File: src/rtl/uart_ctrl_pkg.sv
// Shared constants and types for the UART bus controller: register map,
// CTRL bit positions and the transmit sequencer state encoding.
package uart_ctrl_pkg;

   localparam logic [1:0] ADDR_CTRL   = 2'd0;
   localparam logic [1:0] ADDR_TXDATA = 2'd1;
   localparam logic [1:0] ADDR_RXDATA = 2'd2;

   localparam int CTRL_SEND      = 0;
   localparam int CTRL_RX_NEW    = 1;
   localparam int CTRL_RX_EN     = 2;
   localparam int CTRL_FRAME_ERR = 3;
   localparam int CTRL_OVR_ERR   = 4;
   localparam int CTRL_TX_ERR    = 5;
   localparam int CTRL_RX_IE     = 6;
   localparam int CTRL_TX_BUSY   = 7;

   typedef enum logic [1:0] {
      IDLE      = 2'd0,
      LOAD      = 2'd1,
      WAIT_BUSY = 2'd2,
      WAIT_DONE = 2'd3
   } tx_state_e;

   // Sticky status bit: a set in the same cycle as a write-1-to-clear wins.
   function automatic logic sticky_next(input logic cur, input logic clr, input logic set);
      return (cur & ~clr) | set;
   endfunction

endpackage

File: src/rtl/uart_tx_sequencer.sv
// Transmit handshake sequencer: raises transmitir until the core reports busy,
// waits for the frame to finish, and aborts if busy never rises.
module uart_tx_sequencer
   import uart_ctrl_pkg::*;
#(
   parameter int START_TIMEOUT = 2048
)
(
   input  logic clk,
   input  logic rst_n,
   input  logic start,
   input  logic tx_busy,
   output logic transmitir,
   output logic done,
   output logic timeout
);

   localparam int CNT_W = $clog2(START_TIMEOUT + 1);
   localparam logic [CNT_W-1:0] CNT_MAX = CNT_W'(START_TIMEOUT);

   tx_state_e        state_q, state_d;
   logic [CNT_W-1:0] cnt_q, cnt_d;
   logic             transmitir_q, transmitir_d;
   logic             done_q, done_d;
   logic             timeout_q, timeout_d;

   // Next-state, start-timeout counter and registered handshake outputs.
   always_comb begin
      state_d      = state_q;
      cnt_d        = cnt_q;
      transmitir_d = transmitir_q;
      done_d       = 1'b0;
      timeout_d    = 1'b0;
      case (state_q)
         IDLE: begin
            if (start) begin
               state_d      = LOAD;
               cnt_d        = {CNT_W{1'b0}};
               transmitir_d = 1'b1;
            end else begin
               transmitir_d = 1'b0;
            end
         end
         LOAD: begin
            state_d      = WAIT_BUSY;
            transmitir_d = 1'b1;
            cnt_d        = (cnt_q == CNT_MAX) ? cnt_q : cnt_q + CNT_W'(1);
         end
         WAIT_BUSY: begin
            if (tx_busy) begin
               state_d      = WAIT_DONE;
               transmitir_d = 1'b0;
            end else if (cnt_q == CNT_MAX) begin
               state_d      = IDLE;
               transmitir_d = 1'b0;
               timeout_d    = 1'b1;
            end else begin
               cnt_d = cnt_q + CNT_W'(1);
            end
         end
         WAIT_DONE: begin
            if (!tx_busy) begin
               state_d = IDLE;
               done_d  = 1'b1;
            end else begin
               state_d = WAIT_DONE;
            end
         end
         default: begin
            state_d      = IDLE;
            transmitir_d = 1'b0;
         end
      endcase
   end

   // State and output registers with synchronous reset.
   always_ff @(posedge clk) begin
      if (!rst_n) begin
         state_q      <= IDLE;
         cnt_q        <= {CNT_W{1'b0}};
         transmitir_q <= 1'b0;
         done_q       <= 1'b0;
         timeout_q    <= 1'b0;
      end else begin
         state_q      <= state_d;
         cnt_q        <= cnt_d;
         transmitir_q <= transmitir_d;
         done_q       <= done_d;
         timeout_q    <= timeout_d;
      end
   end

   assign transmitir = transmitir_q;
   assign done       = done_q;
   assign timeout    = timeout_q;

endmodule

File: src/rtl/uart_ctrl.sv
// Bus-facing register file for the UART core: CTRL/STATUS, TXDATA and RXDATA,
// receive capture with sticky flags, and the transmit sequencer instance.
module uart_ctrl
   import uart_ctrl_pkg::*;
#(
   parameter int DATA_WIDTH    = 8,
   parameter int START_TIMEOUT = 2048
)
(
   input  logic                  CLK100MHZ,
   input  logic                  rst_n,
   input  logic                  wr_en,
   input  logic                  rd_en,
   input  logic [1:0]            addr,
   input  logic [31:0]           wdata,
   output logic [31:0]           rdata,
   output logic                  irq,
   output logic [DATA_WIDTH-1:0] dato_tx,
   output logic                  transmitir,
   input  logic                  tx_busy,
   output logic                  recibir,
   input  logic [DATA_WIDTH-1:0] dato_rx,
   input  logic                  rx_valid,
   input  logic                  rx_frame_error
);

   logic                  send_q, send_d;
   logic                  start_q, start_d;
   logic                  rx_new_q, rx_new_d;
   logic                  rx_en_q, rx_en_d;
   logic                  frame_err_q, frame_err_d;
   logic                  ovr_err_q, ovr_err_d;
   logic                  tx_err_q, tx_err_d;
   logic                  rx_ie_q, rx_ie_d;
   logic                  rx_valid_q, rx_valid_d;
   logic [DATA_WIDTH-1:0] txdata_q, txdata_d;
   logic [DATA_WIDTH-1:0] rxdata_q, rxdata_d;
   logic [DATA_WIDTH-1:0] dato_tx_q, dato_tx_d;
   logic [31:0]           rdata_q, rdata_d;

   logic        wr_ctrl, wr_txdata, rx_capture, clr_rx_new;
   logic [31:0] ctrl_word;
   logic        tx_done, tx_timeout;
   logic        unused_wdata;

   assign unused_wdata = ^wdata[31:DATA_WIDTH];

   uart_tx_sequencer #(
      .START_TIMEOUT (START_TIMEOUT)
   ) u_tx_sequencer (
      .clk        (CLK100MHZ),
      .rst_n      (rst_n),
      .start      (start_q),
      .tx_busy    (tx_busy),
      .transmitir (transmitir),
      .done       (tx_done),
      .timeout    (tx_timeout)
   );

   // Register writes, receive capture, sticky flags and read mux.
   always_comb begin
      wr_ctrl    = wr_en && (addr == ADDR_CTRL);
      wr_txdata  = wr_en && (addr == ADDR_TXDATA);
      rx_capture = rx_valid && !rx_valid_q && rx_en_q;
      clr_rx_new = wr_ctrl && wdata[CTRL_RX_NEW];

      // send doubles as the "sequencer busy" guard so repeat sends are dropped
      start_d = wr_ctrl && wdata[CTRL_SEND] && !send_q;
      if (start_d) begin
         send_d = 1'b1;
      end else if (tx_done || tx_timeout) begin
         send_d = 1'b0;
      end else begin
         send_d = send_q;
      end

      // a capture racing an acknowledge keeps rx_new and is not an overrun
      rx_new_d    = rx_capture | (rx_new_q & ~clr_rx_new);
      ovr_err_d   = sticky_next(ovr_err_q, wr_ctrl && wdata[CTRL_OVR_ERR],
                                rx_capture && rx_new_q && !clr_rx_new);
      frame_err_d = sticky_next(frame_err_q, wr_ctrl && wdata[CTRL_FRAME_ERR],
                                rx_capture && rx_frame_error);
      tx_err_d    = sticky_next(tx_err_q, wr_ctrl && wdata[CTRL_TX_ERR], tx_timeout);

      rx_en_d    = wr_ctrl ? wdata[CTRL_RX_EN] : rx_en_q;
      rx_ie_d    = wr_ctrl ? wdata[CTRL_RX_IE] : rx_ie_q;
      rx_valid_d = rx_valid;
      txdata_d   = wr_txdata ? wdata[DATA_WIDTH-1:0] : txdata_q;
      rxdata_d   = rx_capture ? dato_rx : rxdata_q;
      dato_tx_d  = start_q ? txdata_q : dato_tx_q;

      ctrl_word                 = 32'd0;
      ctrl_word[CTRL_SEND]      = send_q;
      ctrl_word[CTRL_RX_NEW]    = rx_new_q;
      ctrl_word[CTRL_RX_EN]     = rx_en_q;
      ctrl_word[CTRL_FRAME_ERR] = frame_err_q;
      ctrl_word[CTRL_OVR_ERR]   = ovr_err_q;
      ctrl_word[CTRL_TX_ERR]    = tx_err_q;
      ctrl_word[CTRL_RX_IE]     = rx_ie_q;
      ctrl_word[CTRL_TX_BUSY]   = tx_busy;

      rdata_d = rdata_q;
      if (rd_en) begin
         case (addr)
            ADDR_CTRL:   rdata_d = ctrl_word;
            ADDR_TXDATA: rdata_d = 32'(txdata_q);
            ADDR_RXDATA: rdata_d = 32'(rxdata_q);
            default:     rdata_d = 32'd0;
         endcase
      end else begin
         rdata_d = rdata_q;
      end
   end

   // Register bank with synchronous active-low reset.
   always_ff @(posedge CLK100MHZ) begin
      if (!rst_n) begin
         send_q      <= 1'b0;
         start_q     <= 1'b0;
         rx_new_q    <= 1'b0;
         rx_en_q     <= 1'b0;
         frame_err_q <= 1'b0;
         ovr_err_q   <= 1'b0;
         tx_err_q    <= 1'b0;
         rx_ie_q     <= 1'b0;
         rx_valid_q  <= 1'b0;
         txdata_q    <= {DATA_WIDTH{1'b0}};
         rxdata_q    <= {DATA_WIDTH{1'b0}};
         dato_tx_q   <= {DATA_WIDTH{1'b0}};
         rdata_q     <= 32'd0;
      end else begin
         send_q      <= send_d;
         start_q     <= start_d;
         rx_new_q    <= rx_new_d;
         rx_en_q     <= rx_en_d;
         frame_err_q <= frame_err_d;
         ovr_err_q   <= ovr_err_d;
         tx_err_q    <= tx_err_d;
         rx_ie_q     <= rx_ie_d;
         rx_valid_q  <= rx_valid_d;
         txdata_q    <= txdata_d;
         rxdata_q    <= rxdata_d;
         dato_tx_q   <= dato_tx_d;
         rdata_q     <= rdata_d;
      end
   end

   assign rdata   = rdata_q;
   assign dato_tx = dato_tx_q;
   assign recibir = rx_en_q;
   assign irq     = rx_new_q & rx_ie_q;

endmodule
File: config.mk
export PLATFORM = sky130hd
export DESIGN_NAME = uart_ctrl
export DESIGN_NICKNAME = d
export VERILOG_FILES = /design/src/rtl/uart_ctrl_pkg.sv /design/src/rtl/uart_tx_sequencer.sv /design/src/rtl/uart_ctrl.sv
export SDC_FILE = /design/constraint.sdc
export NUM_CORES = 1
export LEC_CHECK = 0
export ABC_AREA = 1
export CAP_MARGIN = 20
export CORE_ASPECT_RATIO = 0.9
export CORE_UTILIZATION = 28
export DETAILED_ROUTE_END_ITERATION = 7
export GPL_ROUTABILITY_DRIVEN = 0
export MAX_ROUTING_LAYER = met4
export SYNTH_ARGS = -nofsm -noshare
export SYNTH_HDL_FRONTEND = slang
export SYNTH_SLANG_ARGS = --single-unit
File: constraint.sdc
create_clock -name CLK100MHZ -period 3.6 [get_ports CLK100MHZ]
set_input_delay 0.72 -clock CLK100MHZ [delete_from_list [all_inputs] [get_ports CLK100MHZ]]
set_output_delay 0.72 -clock CLK100MHZ [all_outputs]
set_load 0.005 [all_outputs]
Yosys cells after proc, flatten, opt, wreduce, memory -nomap -nowiden. Index checks and enable logic that the tools add are counted.

$add $sub $neg: 1. Eq/ne operators: 9. Multiplexer cells: 18. Bitwise logic cells: 15. Reduce and logical (&&, ||, !) cells: 26.

Operators by type and width (count): 12-bit 2-to-1 mux (3); 12-bit one-hot mux with 3 select lines (1); 8-bit one-hot mux with 3 select lines (1); 1-bit logical AND (13); 12-bit by 1-bit adder with 12-bit output, second input constant (1); 12-bit equality test, second input constant (1); 2-bit 2-to-1 mux (4); 2-bit one-hot mux with 4 select lines (1); 1-bit 2-to-1 mux (7); 2-bit equality test, second input constant (3); 1-bit NOT (6); 2-bit AND reduction (3); 1-bit bitwise AND (5); 2-bit by 1-bit equality test with 1-bit output, second input constant (2); 2-bit zero test (2); 2-bit != test, second input constant (2); 1-bit bitwise OR (4); 1-bit zero test (3); 3-bit by 2-bit != test with 1-bit output, second input constant (1); 1-bit one-hot mux with 3 select lines (1); 3-bit AND reduction (1); 3-bit nonzero test (1); 3-bit OR reduction (1); 2-bit nonzero test (1); 1-bit logical OR (1).

Bits in registers: 82. Bits of input ports: 49. Output and inout port bits: 43. Word-level logic and storage cells: 87.

Longest topological paths before layout. Gate-level depths: netlist of the first run.

Word-level depth: 6. Gate-level depth with buffers: 10. Mapped depth without buffers: 10.

By module. From an unflattened synthesis of the first run, not the netlist that was laid out.

Cells, all modules: 411. Area total of the unflattened synthesis: 2984.1 um^2.

Modules (own cells, without submodules): uart_ctrl (times used 1, cells each 238, area an instance 1851.8 um^2, seq. area each 820.8 um^2); uart_tx_sequencer (times used 1, cells each 173, area an instance 1132.3 um^2, seq. area each 340.3 um^2).

Worst setup path before layout of the first run. No wires, ideal clock.

Kind: reg-to-reg. From: register u_tx_sequencer.state_q[1]. To: register u_tx_sequencer.cnt_q[7]. Arrival: 1.486 ns. Required time: 3.491 ns. Setup slack: 2.005 ns. Cell stages (with the launch flop): 10. Clock period less this slack: 1.595 ns. Cell sequence: dfxtp_1 inv_1 ha_1 clkbuf_1 nand3_2 buf_6 nand3b_1 nand2_1 nand2_1 inv_1.

Word-level cells in the longest chain between the ends: 3. Elaborated cells on any way between the ends: 8. Classes of those cells: eq/ne (4); mux (1); reduce/logical (3).

RTL lines: from (decl) (RTL line uart_tx_sequencer.sv:21) `tx_state_e state_q, state_d;`; from (signal assigned) (RTL line uart_tx_sequencer.sv:85) `state_q <= state_d;`; 2-bit equality test (tied with other cells) (RTL line uart_tx_sequencer.sv:34) `case (state_q)`; 2-bit != test (no line) or 3-bit nonzero test (tied branches); 3-bit AND reduction (no line); to (signal assigned) (RTL line uart_tx_sequencer.sv:80) `cnt_q <= {CNT_W{1'b0}};`; to (signal assigned) (RTL line uart_tx_sequencer.sv:86) `cnt_q <= cnt_d;`; to (decl) (RTL line uart_tx_sequencer.sv:22) `logic [CNT_W-1:0] cnt_q, cnt_d;`.

Several ways; a longest one is shown, not always the timed one. A chain may end at the register's enable or synchronous reset.

Worst setup path after layout of the first run.
From: input port rx_valid. To: register rxdata_q[7].

Word-level cells in the longest chain between the ends: 2.

RTL lines: from (decl) (RTL line uart_ctrl.sv:23) `input logic rx_valid,`; 1-bit logical AND (2 in series) (RTL line uart_ctrl.sv:64) `rx_capture = rx_valid && !rx_valid_q && rx_en_q;`; to (signal assigned) (RTL line uart_ctrl.sv:128) `rxdata_q <= {DATA_WIDTH{1'b0}};`; to (signal assigned) (RTL line uart_ctrl.sv:142) `rxdata_q <= rxdata_d;`; to (decl) (RTL line uart_ctrl.sv:37) `logic [DATA_WIDTH-1:0] rxdata_q, rxdata_d;`.

Every way passes these cells.

==> results.py, run 1 <==
metrics = {
    "status": {
        "run_status": "complete, no violations",
    },
    "synth": {
        "yosysTopAreaCell": "dfxtp_1",
        "synth_warnings": 0,
        "synth_area_leaders": "dfxtp_1 40%, nand2_1 15%, nor2_1 7.4%, a21oi_1 6.2%, buf_4 6.2%",
        "netlist_instances": 430,
        "synth_top_area_share_pct": 39.9,
        "synth.distinct_cells": 27,
        "syn_avg_cell_area_um2": 6.76,
        "synth-seq-cells": 58,
        "synthesis.area_um2": 2910,
        "yosysSeqAreaShare_pct": 39.9,
    },
    "timing": {
        "setup_viol": 0,
        "max_clock_freq_mhz": 456,
        "max_slew_margin_pct": 47.8,
        "post-route-period-util_pct": 61.0,
        "tns_ns": 0,
        "tightest_slew_ns": 0.782,
        "hold_viol_final": 0,
        "rsz0062_at_grt": "false",
        "finalCriticalPeriod_ns": 2.19,
        "fin_skew_ns": 0.00843,
        "drv_slew": 0,
    },
    "critical_path": {
        "critPathRequiredTime_ns": 3.81,
        "r2r_start": "u_tx_sequencer.state_q[1]$_SDFFE_PN0P_",
        "regToRegSetupSlack_ns": 1.57,
        "cp_cell_sequence": "clkdlybuf4s50_1 -> nand2_1 -> nor2_1 -> clkinv_1 -> nor2_1 -> nor2_1",
        "cpMostUsedCell": "nor2_1",
        "path_class": "in2reg",
        "timing.rr.end": "u_tx_sequencer.cnt_q[5]$_SDFFE_PN0P_",
        "slowest_stage": "clkdlybuf4s50_1",
        "crit_path_end_kind": "register",
        "worst-path-max-fanout": 11,
        "r2r_cells": 8,
        "max_stage_delay_ns": 0.48,
        "startpoint_type": "primary input",
        "arrival_ns": 2.41,
    },
    "routing": {
        "drcViolationCount": 0,
        "totalWireLength_um": 6930,
        "wl_per_cell_um": 11.5,
        "num_vias": 2729,
        "ant_nets": 0,
        "viasPerCell": 4.52,
        "initialDrtViolationCount": 154,
        "dr.pass1.iters": 5,
    },
    "finish": {
        "fillers": 1053,
        "final_cell_area_um2": 3640,
        "multi_input_area_um2": 1430,
        "final_cells": 604,
        "nets": 529,
        "fin_util_pct": 36.9,
        "n_antenna_cell": 0,
        "final_layout_size_suffix_gt1_share_pct": 7.11,
        "ff_latch_area_um2": 1160,
        "syn_to_final_growth_pct": 25.2,
    },
    "power": {
        "p_leak_nw": 1.49,
        "peakVddDrop_mv": 0.209,
        "p_per_area_nw_per_um2": 475,
        "p_total_mw": 1.73,
    },
    "global_routing": {
        "antenna_found_initial": 0,
        "grt.busiest_layer": "met2",
        "first_global_vias": 2445,
        "grt-ovfl-total": 0,
        "grt_max_degree": 34,
        "grt_pass1_wl_um": 11500,
        "globalRouteTotalUtil_pct": 14.1,
        "met1_usage_pct": 18.6,
        "use_met2_pct": 20.9,
        "met3_usage_pct": 2.25,
    },
    "floorplan": {
        "rows": 34,
        "die_x_um": 109,
        "dieHeight_um": 98.7,
        "io_pins": 92,
        "coreArea_um2": 9870,
        "start_util_pct": 29.4,
        "die-area_um2": 10800,
    },
    "placed_design": {
        "io_buffers": 43,
        "dp_hpwl_um": 5160,
        "placed_area_um2": 3360,
        "dp_cells": 588,
    },
    "clock_network": {
        "cts_setup_buffers": 0,
        "htreeDepth": 3,
        "cts_resized": 0,
        "numCtsBuffers": 9,
        "cts_buffer_depth": 2,
        "cts_root_buffer": "clkbuf_16",
        "clkSinkCount": 58,
        "postCtsHoldBufs": 0,
        "clk_pin_slew_ns": 0.05,
        "cts_tree": "built",
        "clkLatencyLatePin_ns": 0.33,
    },
    "min_path": {
        "hold_path_class": "reg2reg",
        "hold_depth": 2,
        "hold_path.startpoint": "tx_err_q$_SDFF_PN0_",
        "whs_endpoint": "tx_err_q$_SDFF_PN0_",
    },
    "flow_run": {
        "cap_violations": 0,
    },
}
==> synthesized netlist by cell type <==
cell / number
a21oi_1: 36
a21oi_2: 1
buf_1: 3
buf_2: 1
buf_4: 24
buf_6: 2
clkbuf_1: 7
clkinv_1: 1
conb_1: 1
dfxtp_1: 58
ha_1: 7
inv_1: 35
inv_2: 7
nand2_1: 114
nand2_2: 1
nand3_1: 32
nand3_2: 1
nand3b_1: 3
nand4_1: 2
nor2_1: 57
nor2_2: 3
nor3_1: 2
nor3b_4: 1
nor4_1: 1
o21ai_0: 28
o21ai_1: 1
or2_2: 1
==> cells in the final DEF (no fill, tap or decap), types with 3 or more instances in the layout <==
cell type / synthesis / routed
dfxtp_1: 58 / 58
nor2_2: 3 / 3
nand3b_1: 3 / 3
buf_4: 24 / 3
nand2_1: 114 / 114
inv_1: 35 / 35
ha_1: 7 / 7
conb_1: 1 / 24
nor2_1: 57 / 57
a21oi_1: 36 / 36
nand3_1: 32 / 32
o21ai_0: 28 / 28
clkdlybuf4s50_1: 0 / 43
clkbuf_16: 0 / 9
inv_2: 7 / 7
==> layout make-up <==
cell class | instances | area share, %
well taps | 126 | 4.33
clock inverters | 6 | 1.17
flip-flops and latches | 58 | 31.9
inverters | 43 | 4.43
clock buffers | 10 | 6.57
multi-input cells | 315 | 39.2
repair buffers | 46 | 12.4
==> critical path, delay by kind of cell <==
kind                   cells  cell delay [ns]
and+or+nand+nor            4             0.79
buffers and inverters      2             0.90
==> registers in the layout (all words and copies together), names as in the netlist, 2 cells and up <==
signal                  count
rxdata_q                    8
dato_tx                     8
u_tx_sequencer.state_q      2
rdata                       8
u_tx_sequencer.cnt_q       12
txdata_q                    8
==> stage by stage <==
step,hold slack (ns),worst slack [ns]
after floorplan,0.436,2.01
after global placement,0.453,1.09
after detailed placement,0.455,1.06
after CTS,0.463,1.41
after global routing,0.482,1.14
final,0.462,1.41
==> routing by layer <==
metal  routed length, um  part of all wire, %
met2                3190                   46
met5                   0                    0
met4                  98                  1.4
met3                 272                  3.9
met1                3370                   49
==> cell families (layout without fill, tap and decap cells) <==
kind of cell | Yosys count | after routing | synth area share (%)
simple gates | 218 | 218 | 31.4
other cells | 1 | 24 | 0.129
fa+ha+maj | 7 | 7 | 3.01
flops | 58 | 58 | 39.9
compound gates | 66 | 66 | 11.5
buf+inv | 80 | 105 | 14.0
==> where the power goes <==
| group | leakage, nW | internal (mW) | switching, mW | total, mW |
|---|---|---|---|---|
| registers | 0.470 | 0.668 | 0.0238 | 0.691 |
| clock network | 0.134 | 0.483 | 0.307 | 0.790 |
| logic | 0.884 | 0.0949 | 0.152 | 0.247 |
| total | 1.49 | 1.25 | 0.482 | 1.73 |
==> worst max path at each step <==
stage / startpoint / end / slack, ns / cells after the start
3_3_place_gp: rx_valid / rxdata_q[7]$_SDFFE_PN0P_ / 1.09 / 6
6_report: rx_valid / rxdata_q[7]$_SDFFE_PN0P_ / 1.41 / 6
4_1_cts: rx_valid / rxdata_q[7]$_SDFFE_PN0P_ / 1.41 / 6
2_1_floorplan: u_tx_sequencer.state_q[1]$_SDFFE_PN0P_ / u_tx_sequencer.cnt_q[7]$_SDFFE_PN0P_ / 2.01 / 9
5_1_grt: rx_valid / rxdata_q[7]$_SDFFE_PN0P_ / 1.14 / 6
3_5_place_dp: rx_valid / rxdata_q[0]$_SDFFE_PN0P_ / 1.06 / 6
Note: power is estimated with default switching activity, not from simulation.
==> run 2: changes to the inputs <==
==> constraint.sdc (replaced) <==
create_clock -name CLK100MHZ -period 2.3 [get_ports CLK100MHZ]
set_input_delay 0.46 -clock CLK100MHZ [delete_from_list [all_inputs] [get_ports CLK100MHZ]]
set_output_delay 0.46 -clock CLK100MHZ [all_outputs]
set_load 0.005 [all_outputs]
==> run 2 against run 1 <==
Effect of this change: via count about the same; clock-buffer cell count up 1; largest power group unchanged; routed wire length up 0.82%; hold slack about the same; cell count increased by 0.50%; non-clock buffer count increased by 3; total power is 63% higher; clock power up 71%.
==> results.py, run 2 (same netlist as run 1, synthesis figures left out) <==
metrics = {
    "critical_path": {
        "critPathBufInv": 1,
        "cpMostUsedCell": "nor2_1",
        "max_stage_delay_ns": 0.49,
        "startpoint_type": "register",
        "arrival_ns": 2.24,
        "cp_cell_sequence": "inv_1 -> ha_1 -> nand3_2 -> nand2_2 -> nor2_1 -> nor2_1 -> nor2_1",
        "path_delay_family": "simple AND/OR/NAND/NOR gates",
        "worst-path-max-fanout": 13,
        "critPathRequiredTime_ns": 2.48,
        "path_class": "reg2reg",
        "crit_path_end_kind": "register",
        "regToRegSetupSlack_ns": 0.24,
        "slowest_stage": "ha_1",
    },
    "clock_network": {
        "cts_tree": "built",
        "clk_pin_slew_ns": 0.05,
        "htreeDepth": 3,
        "postCtsHoldBufs": 0,
        "clkLatencyLatePin_ns": 0.32,
        "cts_root_buffer": "clkbuf_16",
        "cts_buffer_depth": 2,
        "clkSinkCount": 58,
        "cts_setup_buffers": 0,
        "numCtsBuffers": 9,
        "cts_resized": 0,
    },
    "global_routing": {
        "globalRouteTotalUtil_pct": 14.6,
        "grt-ovfl-total": 0,
        "grt_pass1_wl_um": 11800,
        "grt_max_degree": 34,
        "first_global_vias": 2539,
        "antenna_found_initial": 0,
    },
    "timing": {
        "hold_ws_ns": 0.462,
        "max_slew_margin_pct": 46.8,
        "tns_ns": 0,
        "post-route-period-util_pct": 89.6,
        "drv_slew": 0,
        "fin_skew_ns": 0.00439,
        "tightest_slew_ns": 0.797,
        "rsz0062_at_grt": "false",
        "finalCriticalPeriod_ns": 2.06,
        "hold_viol_final": 0,
        "max_clock_freq_mhz": 485,
        "setup_viol": 0,
    },
    "finish": {
        "nets": 532,
        "syn_to_final_growth_pct": 26.8,
        "top_register": "u_tx_sequencer.cnt_q",
        "final_common_cell": "nand2_1",
        "n_antenna_cell": 0,
        "final_cell_mix": "114 x nand2_1, 58 x dfxtp_1, 57 x nor2_1",
        "largest_reg_flops": 12,
        "final_layout_size_suffix_gt1_share_pct": 7.69,
    },
    "min_path": {
        "hold_path_class": "reg2reg",
    },
    "power": {
        "p_leak_nw": 1.52,
        "p_per_area_nw_per_um2": 765,
        "peakVddDrop_mv": 0.299,
    },
    "routing": {
        "viasPerCell": 4.50,
        "ant_nets": 0,
        "num_vias": 2731,
        "dr.pass1.iters": 5,
        "totalWireLength_um": 6990,
        "wl_per_cell_um": 11.5,
        "drcViolationCount": 0,
        "initialDrtViolationCount": 159,
    },
    "floorplan": {
        "die-area_um2": 10800,
        "coreArea_um2": 9870,
        "io_pins": 92,
        "start_util_pct": 29.4,
        "rows": 34,
        "dieHeight_um": 98.7,
        "die_x_um": 109,
    },
    "placed_design": {
        "io_buffers": 43,
        "dp_hpwl_um": 5150,
    },
    "status": {
        "run_status": "complete, no violations",
    },
    "flow_run": {
        "cap_violations": 0,
    },
}
==> run 2: changes by cell type in the layout (fill, tap and decap cells not counted), sizes merged <==
cell / change
buf: +3
bufinv: +1
clkbuf: +1
clkinv: -1
clkinvlp: -1
==> run 2: metrics by stage <==
| stage | worst slack, ns | instance area [um2] | total power, mW | utilization, % | instances |
|---|---|---|---|---|---|
| after floorplan | 0.705 | 2990 | 1.39 | - | 453 |
| after global placement | 0.323 | 3380 | 1.48 | 34.3 | 591 |
| after detailed placement | 0.297 | 3380 | 1.49 | 34.3 | 591 |
| after CTS | 0.217 | 3690 | 2.85 | 37.3 | 607 |
| after global routing | 0.0149 | 3690 | 2.97 | 37.3 | 607 |
| final | 0.240 | 3690 | 2.82 | 37.3 | 607 |
==> run 2: metal layers <==
metal	part of all wire [%]	GRT usage (%)
met5	0	-
met4	1.6	5.95
met3	4.2	4.17
met2	46	22.0
met1	48	18.3
==> run 2: tightest hold or removal path: stages (launching register included) <==
cell	delay (ns)
dfxtp_1	0.30
nand2_1	0.06
a21oi_1	0.05
==> run 2: path summary, 6_finish.rpt <==
path	from	to	depth (start not counted)
worst max-delay path	u_tx_sequencer.state_q[0]$_SDFFE_PN0P_	u_tx_sequencer.cnt_q[6]$_SDFFE_PN0P_	7
worst max register to register	u_tx_sequencer.state_q[0]$_SDFFE_PN0P_	u_tx_sequencer.cnt_q[6]$_SDFFE_PN0P_	7
worst min-delay path	tx_err_q$_SDFF_PN0_	tx_err_q$_SDFF_PN0_	2
worst min register to register	tx_err_q$_SDFF_PN0_	tx_err_q$_SDFF_PN0_	2
==> run 2: layout make-up <==
class                   instances  area [um2]
clock buffers                  11         253
clock inverters                 5        52.6
fillers                      1035        6180
inverters                      43         161
multi-input cells             315        1430
flip-flops and latches         58        1160
well taps                     126         158
repair buffers                 49         475
==> run 2: power breakdown <==
group | internal (mW) | total (mW) | switching, mW | leakage (nW)
sequential | 1.05 | 1.08 | 0.0375 | 0.470
combinational | 0.150 | 0.386 | 0.236 | 0.899
clock | 0.890 | 1.35 | 0.460 | 0.151
total | 2.09 | 2.82 | 0.733 | 1.52
